## config.mk

```make
export PLATFORM = sky130hd
export DESIGN_NAME = serial_bus_sequencer
export DESIGN_NICKNAME = d
export VERILOG_FILES = /design/src/rtl/serial_bus_sequencer.sv
export SDC_FILE = /design/constraint.sdc
export NUM_CORES = 1
export LEC_CHECK = 0
export BUFFER_PORTS_ARGS = -buffer_cell sky130_fd_sc_hd__buf_4
export CORE_ASPECT_RATIO = 0.75
export CORE_UTILIZATION = 43
export CTS_CLUSTER_SIZE = 12
export DETAILED_ROUTE_END_ITERATION = 8
export PLACE_DENSITY_LB_ADDON = 0.3
export SETUP_SLACK_MARGIN = 0.4
export SKIP_CTS_REPAIR_TIMING = 1
export SLEW_MARGIN = 25
export SYNTH_ARGS = -nofsm -noshare
export SYNTH_HDL_FRONTEND = slang
export SYNTH_SLANG_ARGS = --single-unit
```

## constraint.sdc

```tcl
create_clock -name clk -period 1.69 [get_ports clk]
set_input_delay 0.338 -clock clk [delete_from_list [all_inputs] [get_ports clk]]
set_output_delay 0.338 -clock clk [all_outputs]
set_load 0.005 [all_outputs]
```

## src/rtl/serial_bus_sequencer.sv

```systemverilog
// Control sequencer for the serial CPU memory link: instruction fetch, load and store
// bursts with bounded retry, sticky error and halt. Define SEQ_TIMEOUT_EN for wait-state timeouts.
module serial_bus_sequencer #(
  parameter int WORD_W      = 16,
  parameter int LINK_W      = 8,
  parameter int TIMEOUT_CYC = 1024,
  parameter int MAX_RETRY   = 3
) (
  input  logic                           clk,
  input  logic                           rst,
  input  logic                           ard_receive_ready,
  input  logic                           ard_data_ready,
  input  logic                           is_mem,
  input  logic                           is_load,
  input  logic                           is_store,
  input  logic                           valid_instr,
  input  logic                           halt,
  output logic                           pc_shift_out,
  output logic                           mar_shift_out,
  output logic                           mdr_shift_out,
  output logic                           mdr_shift_in,
  output logic                           instr_shift_in,
  output logic                           bus_pc,
  output logic                           bus_mar,
  output logic                           bus_mdr,
  output logic                           go,
  output logic                           pc_en,
  output logic                           done,
  output logic                           error,
  output logic [$clog2(MAX_RETRY+1)-1:0] retry_cnt
);

  localparam int BEATS   = (WORD_W / LINK_W > 1) ? WORD_W / LINK_W : 1;
  localparam int BEAT_W  = (BEATS > 1) ? $clog2(BEATS) : 1;
  localparam int RETRY_W = $clog2(MAX_RETRY + 1);
  localparam logic [BEAT_W-1:0]  LAST_BEAT = BEAT_W'(BEATS - 1);
  localparam logic [RETRY_W-1:0] RETRY_MAX = RETRY_W'(MAX_RETRY);

  typedef enum logic [3:0] {
    FETCH_WAIT, PC_OUT, INSTR_WAIT, INSTR_IN, CHECK, EXEC,
    ADDR_WAIT, ADDR_OUT, DATA_OUT, DATA_WAIT, DATA_IN, HALTED, ERR
  } state_e;

  state_e             state_q, state_d;
  logic [BEAT_W-1:0]  beat_q, beat_d;
  logic [RETRY_W-1:0] retry_q, retry_d;
  logic               retry_req;
  logic               timeout;
  logic               last_beat;

  assign last_beat = (beat_q == LAST_BEAT);
  assign retry_cnt = retry_q;

`ifdef SEQ_TIMEOUT_EN
  localparam int WAIT_W = (TIMEOUT_CYC > 1) ? $clog2(TIMEOUT_CYC) : 1;
  localparam logic [WAIT_W-1:0] WAIT_LAST = WAIT_W'(TIMEOUT_CYC - 1);
  logic [WAIT_W-1:0] wait_q;
  logic              in_wait;
  assign in_wait = state_q inside {FETCH_WAIT, INSTR_WAIT, ADDR_WAIT, DATA_WAIT};
  assign timeout = in_wait && (wait_q == WAIT_LAST);
`else
  // The timeout budget only matters when the wait counter is built.
  localparam int unused_timeout_cyc = TIMEOUT_CYC;
  assign timeout = 1'b0;
`endif

  // NOTE: combinational next-state uses blocking '=' with defaults first, so no latches appear.
  always_comb begin
    state_d   = state_q;
    beat_d    = '0;
    retry_d   = retry_q;
    retry_req = 1'b0;
    case (state_q)
      FETCH_WAIT: if (ard_receive_ready) state_d = PC_OUT;     else retry_req = timeout;
      INSTR_WAIT: if (ard_data_ready)    state_d = INSTR_IN;   else retry_req = timeout;
      ADDR_WAIT:  if (ard_receive_ready) state_d = ADDR_OUT;   else retry_req = timeout;
      DATA_WAIT:  if (ard_data_ready)    state_d = DATA_IN;    else retry_req = timeout;
      PC_OUT:     if (last_beat) state_d = INSTR_WAIT; else beat_d = beat_q + 1'b1;
      INSTR_IN:   if (last_beat) state_d = CHECK;      else beat_d = beat_q + 1'b1;
      CHECK: begin
        if (!valid_instr) retry_req = 1'b1;
        else if (halt)    state_d = HALTED;
        else begin
          state_d = EXEC;
          retry_d = '0;
        end
      end
      EXEC: state_d = is_mem ? ADDR_WAIT : FETCH_WAIT;
      ADDR_OUT: begin
        if (!last_beat)              beat_d  = beat_q + 1'b1;
        else if (is_load ^ is_store) state_d = is_load ? DATA_WAIT : DATA_OUT;
        else                         state_d = ERR;
      end
      DATA_OUT, DATA_IN: begin
        if (!last_beat) beat_d = beat_q + 1'b1;
        else begin
          state_d = FETCH_WAIT;
          retry_d = '0;
        end
      end
      HALTED:  state_d = HALTED;
      ERR:     state_d = ERR;
      default: state_d = ERR;
    endcase
    // Memory-phase retries restart the address transfer; all others restart the fetch.
    if (retry_req) begin
      if (retry_q == RETRY_MAX) state_d = ERR;
      else begin
        retry_d = retry_q + 1'b1;
        state_d = (state_q inside {ADDR_WAIT, DATA_WAIT}) ? ADDR_WAIT : FETCH_WAIT;
      end
    end
  end

  // NOTE: outputs are registered from the next state, so each strobe is high exactly while
  // the state register holds the matching state and no decode glitches reach the datapath.
  always_ff @(posedge clk) begin
    if (rst) begin
      state_q        <= FETCH_WAIT;
      beat_q         <= '0;
      retry_q        <= '0;
      pc_shift_out   <= 1'b0;
      mar_shift_out  <= 1'b0;
      mdr_shift_out  <= 1'b0;
      mdr_shift_in   <= 1'b0;
      instr_shift_in <= 1'b0;
      bus_pc         <= 1'b0;
      bus_mar        <= 1'b0;
      bus_mdr        <= 1'b0;
      go             <= 1'b0;
      pc_en          <= 1'b0;
      done           <= 1'b0;
      error          <= 1'b0;
`ifdef SEQ_TIMEOUT_EN
      wait_q         <= '0;
`endif
    end else begin
      state_q        <= state_d;
      beat_q         <= beat_d;
      retry_q        <= retry_d;
      pc_shift_out   <= (state_d == PC_OUT);
      bus_pc         <= (state_d == PC_OUT);
      mar_shift_out  <= (state_d == ADDR_OUT);
      bus_mar        <= (state_d == ADDR_OUT);
      mdr_shift_out  <= (state_d == DATA_OUT);
      bus_mdr        <= (state_d == DATA_OUT);
      mdr_shift_in   <= (state_d == DATA_IN);
      instr_shift_in <= (state_d == INSTR_IN);
      go             <= (state_d == EXEC);
      pc_en          <= (state_d == EXEC);
      done           <= (state_d == HALTED);
      error          <= (state_d == ERR);
`ifdef SEQ_TIMEOUT_EN
      if (!in_wait || retry_req || (state_d != state_q)) wait_q <= '0;
      else                                               wait_q <= wait_q + 1'b1;
`endif
    end
  end

endmodule
```

==> impl_results.md <==
- Status: completed
- I/O Pins: 23
- Grt total ovfl: 0
- Worst R2R Setup Slack: roughly 18 ps
- Period minus WS final: 1672 ps
- Final WL: approximately 2.5 mm
- Fill cells: 155
- Clock Power Share: 26.3%
- H-tree lvl count: 1
- Max Fclk: 0.5979 GHz
- Util after Layout: 70.05%
- Via count: 873
- Slew margin rel.: 76.08%
- Hpwl dp: 1.498 mm
- Drt pass-1 iters: 4
- Gate Count Post-Synth: 97
- WP data required: 1880 ps
- FP Rows: 14
- Die H: 41.81 um
- Nature of the critical path startpoint: flip-flop
- Most frequently used flop master after synthesis: dfxtp_1
- Clk sink count: 15
- Syn nets: between 100 and 150
- Layout Nets: between 100 and 150
- Number of enable flip-flop cells after synthesis: 0
- Final hold violations: 0
- Async SR Flop Fraction: 0%
- Critical path class: flip-flop to flip-flop
- Endpoints failing setup: 0
- Die Area: between 2000 and 2500 sq um
- Worst hold slack: 335.5 ps
- Finished Cell Area: 1399 sq um
- Layout Area Growth over Synthesis: 53.99%
- Flop pwr share: a little under half
- Yosys cell types: 41
- Mean routed wirelength per cell: ~16 um
- Reg2reg path depth: 6
- Fin crit share: 98.96%
- FF+latch count, synth: 15
- Post-Route Skew: 1.200 ps
- Hold Crit Class: input pin to flip-flop
- First-pass GRT wire length: 3.381 mm
- CTS Buf Count: 3
- Post-synthesis sequential area ratio: 33.06%
- RSZ-0062 raised after global routing: true
- Worst VDD drop: 0.0004680 V
- DRC errors left: 0
- Non-Filler Instances: 157
- Die Width: 55.07 um
- Number of routed nets with antenna violations: 0
- Root buf cell: clkbuf_4
- Syn_area_per_cell: 9.365 sq um
- Vias per cell: 5.561
- Comb pwr share: between 20% and 30%
- Internal: 548.3 uW
- Layout cells sized above 1: slightly above 60%
- P_sw: 235.4 uW
- Initial antenna violation count: 0
- CP arrival: ~1900 ps
- Synth Cell Area: 908.4 sq um
- Clock transition at path regs: approximately 90 ps
- R2R Path End: done$_SDFF_PP0_
- Vias in the first global route: 743
- MaxCap Viol Count: 0
- Final slew viol count: 0
- PD cells: 560.3 nW/um^2
- Placed cells: 140
- Core area: 1997 sq um
- Sw Share: 30.04%
- IO Port Bufs: 22
- Worst-Margin Slew: ~360 ps
- CTS tree: built
- WHS Endpoint: retry_cnt[1]$_SDFF_PP0_
- CP endpoint kind: flip-flop
- Diode count: 0
- Ys Warns: 0
- Leak: 0.5641 nW
- Hold Crit Start: rst
- Dpl cell area: 1122 sq um
- CTS Buffer Depth: 2
- Pin count of the biggest net entering global routing: 12
- Clk_lat worst skew: 280 ps
- R2r startpoint: state_q[3]$_SDFF_PP0_
- Hold path cells: 2
- CP max FO: 6
- Final Power: about 800 uW
- Initial Utilization: 45.49%
- Global-route usage over all layers: 20.39%
- DR iter-0 viols: 10
- Routability cong.: 0.9101
critical path: stages (launching register included):
cell and delay, ps:
dfxtp_4 410, or3b_4 400, nand2_2 90, a311oi_4 130, buf_4 160, nand3b_1 180
nor4_1 200
synth_stat cells (3+ instances only):
cell type / number / area, sq um
a21oi_1: 4 / 20.02
buf_4: 5 / 37.54
nand3b_1: 3 / 22.52
nand2b_1: 4 / 25.02
nor2_1: 9 / 33.78
nor3_1: 3 / 15.01
dfxtp_1: 15 / 300.3
a31oi_1: 3 / 18.77
nor4b_2: 3 / 45.04
nand2_1: 5 / 18.77
state kept, by name, summed over array words and instances (netlist names):
name / count
state_q: 4
retry_cnt: 2
beat_q: 1
bus_mar: 1
bus_mdr: 1
bus_pc: 1
done: 1
error: 1
instr_shift_in: 1
mdr_shift_in: 1
pc_en: 1
metrics by stage:
step | setup TNS [ps] | setup WS [ps]
6_report | 0 | 17.58
5_1_grt | -35.43 | -35.43
4_1_cts | 0 | 11.56
3_5_place_dp | 0 | 21.87
3_3_place_gp | 0 | 51.38
2_1_floorplan | 0 | 252.9
power by group through the flow:
stage / clock network (mW) / registers, mW / logic [mW]
after global routing: 0.229 / 0.378 / 0.216
after CTS: 0.214 / 0.380 / 0.140
after global placement: 0 / 0.387 / 0.138
final: 0.206 / 0.376 / 0.202
after floorplan: 0 / 0.379 / 0.107
after detailed placement: 0 / 0.388 / 0.139
cell type report:
cell class / instances / area, sq um / area share (%)
Sequential cell: 15 / 316.6 / 22.63
Timing Repair Buffer: 41 / 320.3 / 22.90
Clock inverter: 1 / 5.005 / 0.3578
Multi-Input combinational cell: 71 / 696.9 / 49.82
Tap cell: 24 / 30.03 / 2.147
Clock buffer: 3 / 22.52 / 1.610
Inverter: 2 / 7.507 / 0.5367
cell families (layout without fill, tap and decap cells):
| group | after synthesis | after routing | share of synthesized area (%) |
|---|---|---|---|
| buf+inv | 12 | 47 | 8.953 |
| compound gates | 23 | 24 | 21.21 |
| simple gates | 42 | 42 | 30.85 |
| mux | 2 | 2 | 2.204 |
| fa+ha+maj | 2 | 2 | 2.754 |
| flops | 15 | 15 | 33.06 |
| xor+xnor | 1 | 1 | 0.9644 |
how the worst max path moves through the flow:
stage,startpoint,to,slack [ps],cells after the start
after floorplan,state_q[1]$_SDFF_PP0_,bus_pc$_SDFF_PP0_,250,6
after global placement,state_q[1]$_SDFF_PP0_,bus_pc$_SDFF_PP0_,50,4
after global routing,state_q[0]$_SDFF_PP0_,done$_SDFF_PP0_,-40,7
after detailed placement,state_q[1]$_SDFF_PP0_,bus_pc$_SDFF_PP0_,20,5
final,state_q[3]$_SDFF_PP0_,done$_SDFF_PP0_,20,6
after CTS,state_q[0]$_SDFF_PP0_,done$_SDFF_PP0_,10,5
placed cells by master (no fill, tap or decap), drive strengths merged, types with 2 or more instances in the layout:
cell type  instances
a21o               2
a21oi              4
a31oi              3
and2               2
and4               2
buf               41
clkbuf             3
dfxtp             15
ha                 2
inv                2
mux2i              2
nand2              5
nand2b             4
nand3              2
nand3b             4
nor2               9
nor3               3
nor4               3
nor4b              4
o21a               2
o21ai              3
o221a              2
per-layer routing:
layer	up-vias	routed length, um	global-route usage, %
li1	435	-	-
met1	416	1236	30.63
met2	22	1198	28.67
met3	0	98	7.692
met4	0	0	1.500
met5	-	0	0
No activity file was read; power rests on OpenSTA's default activity.
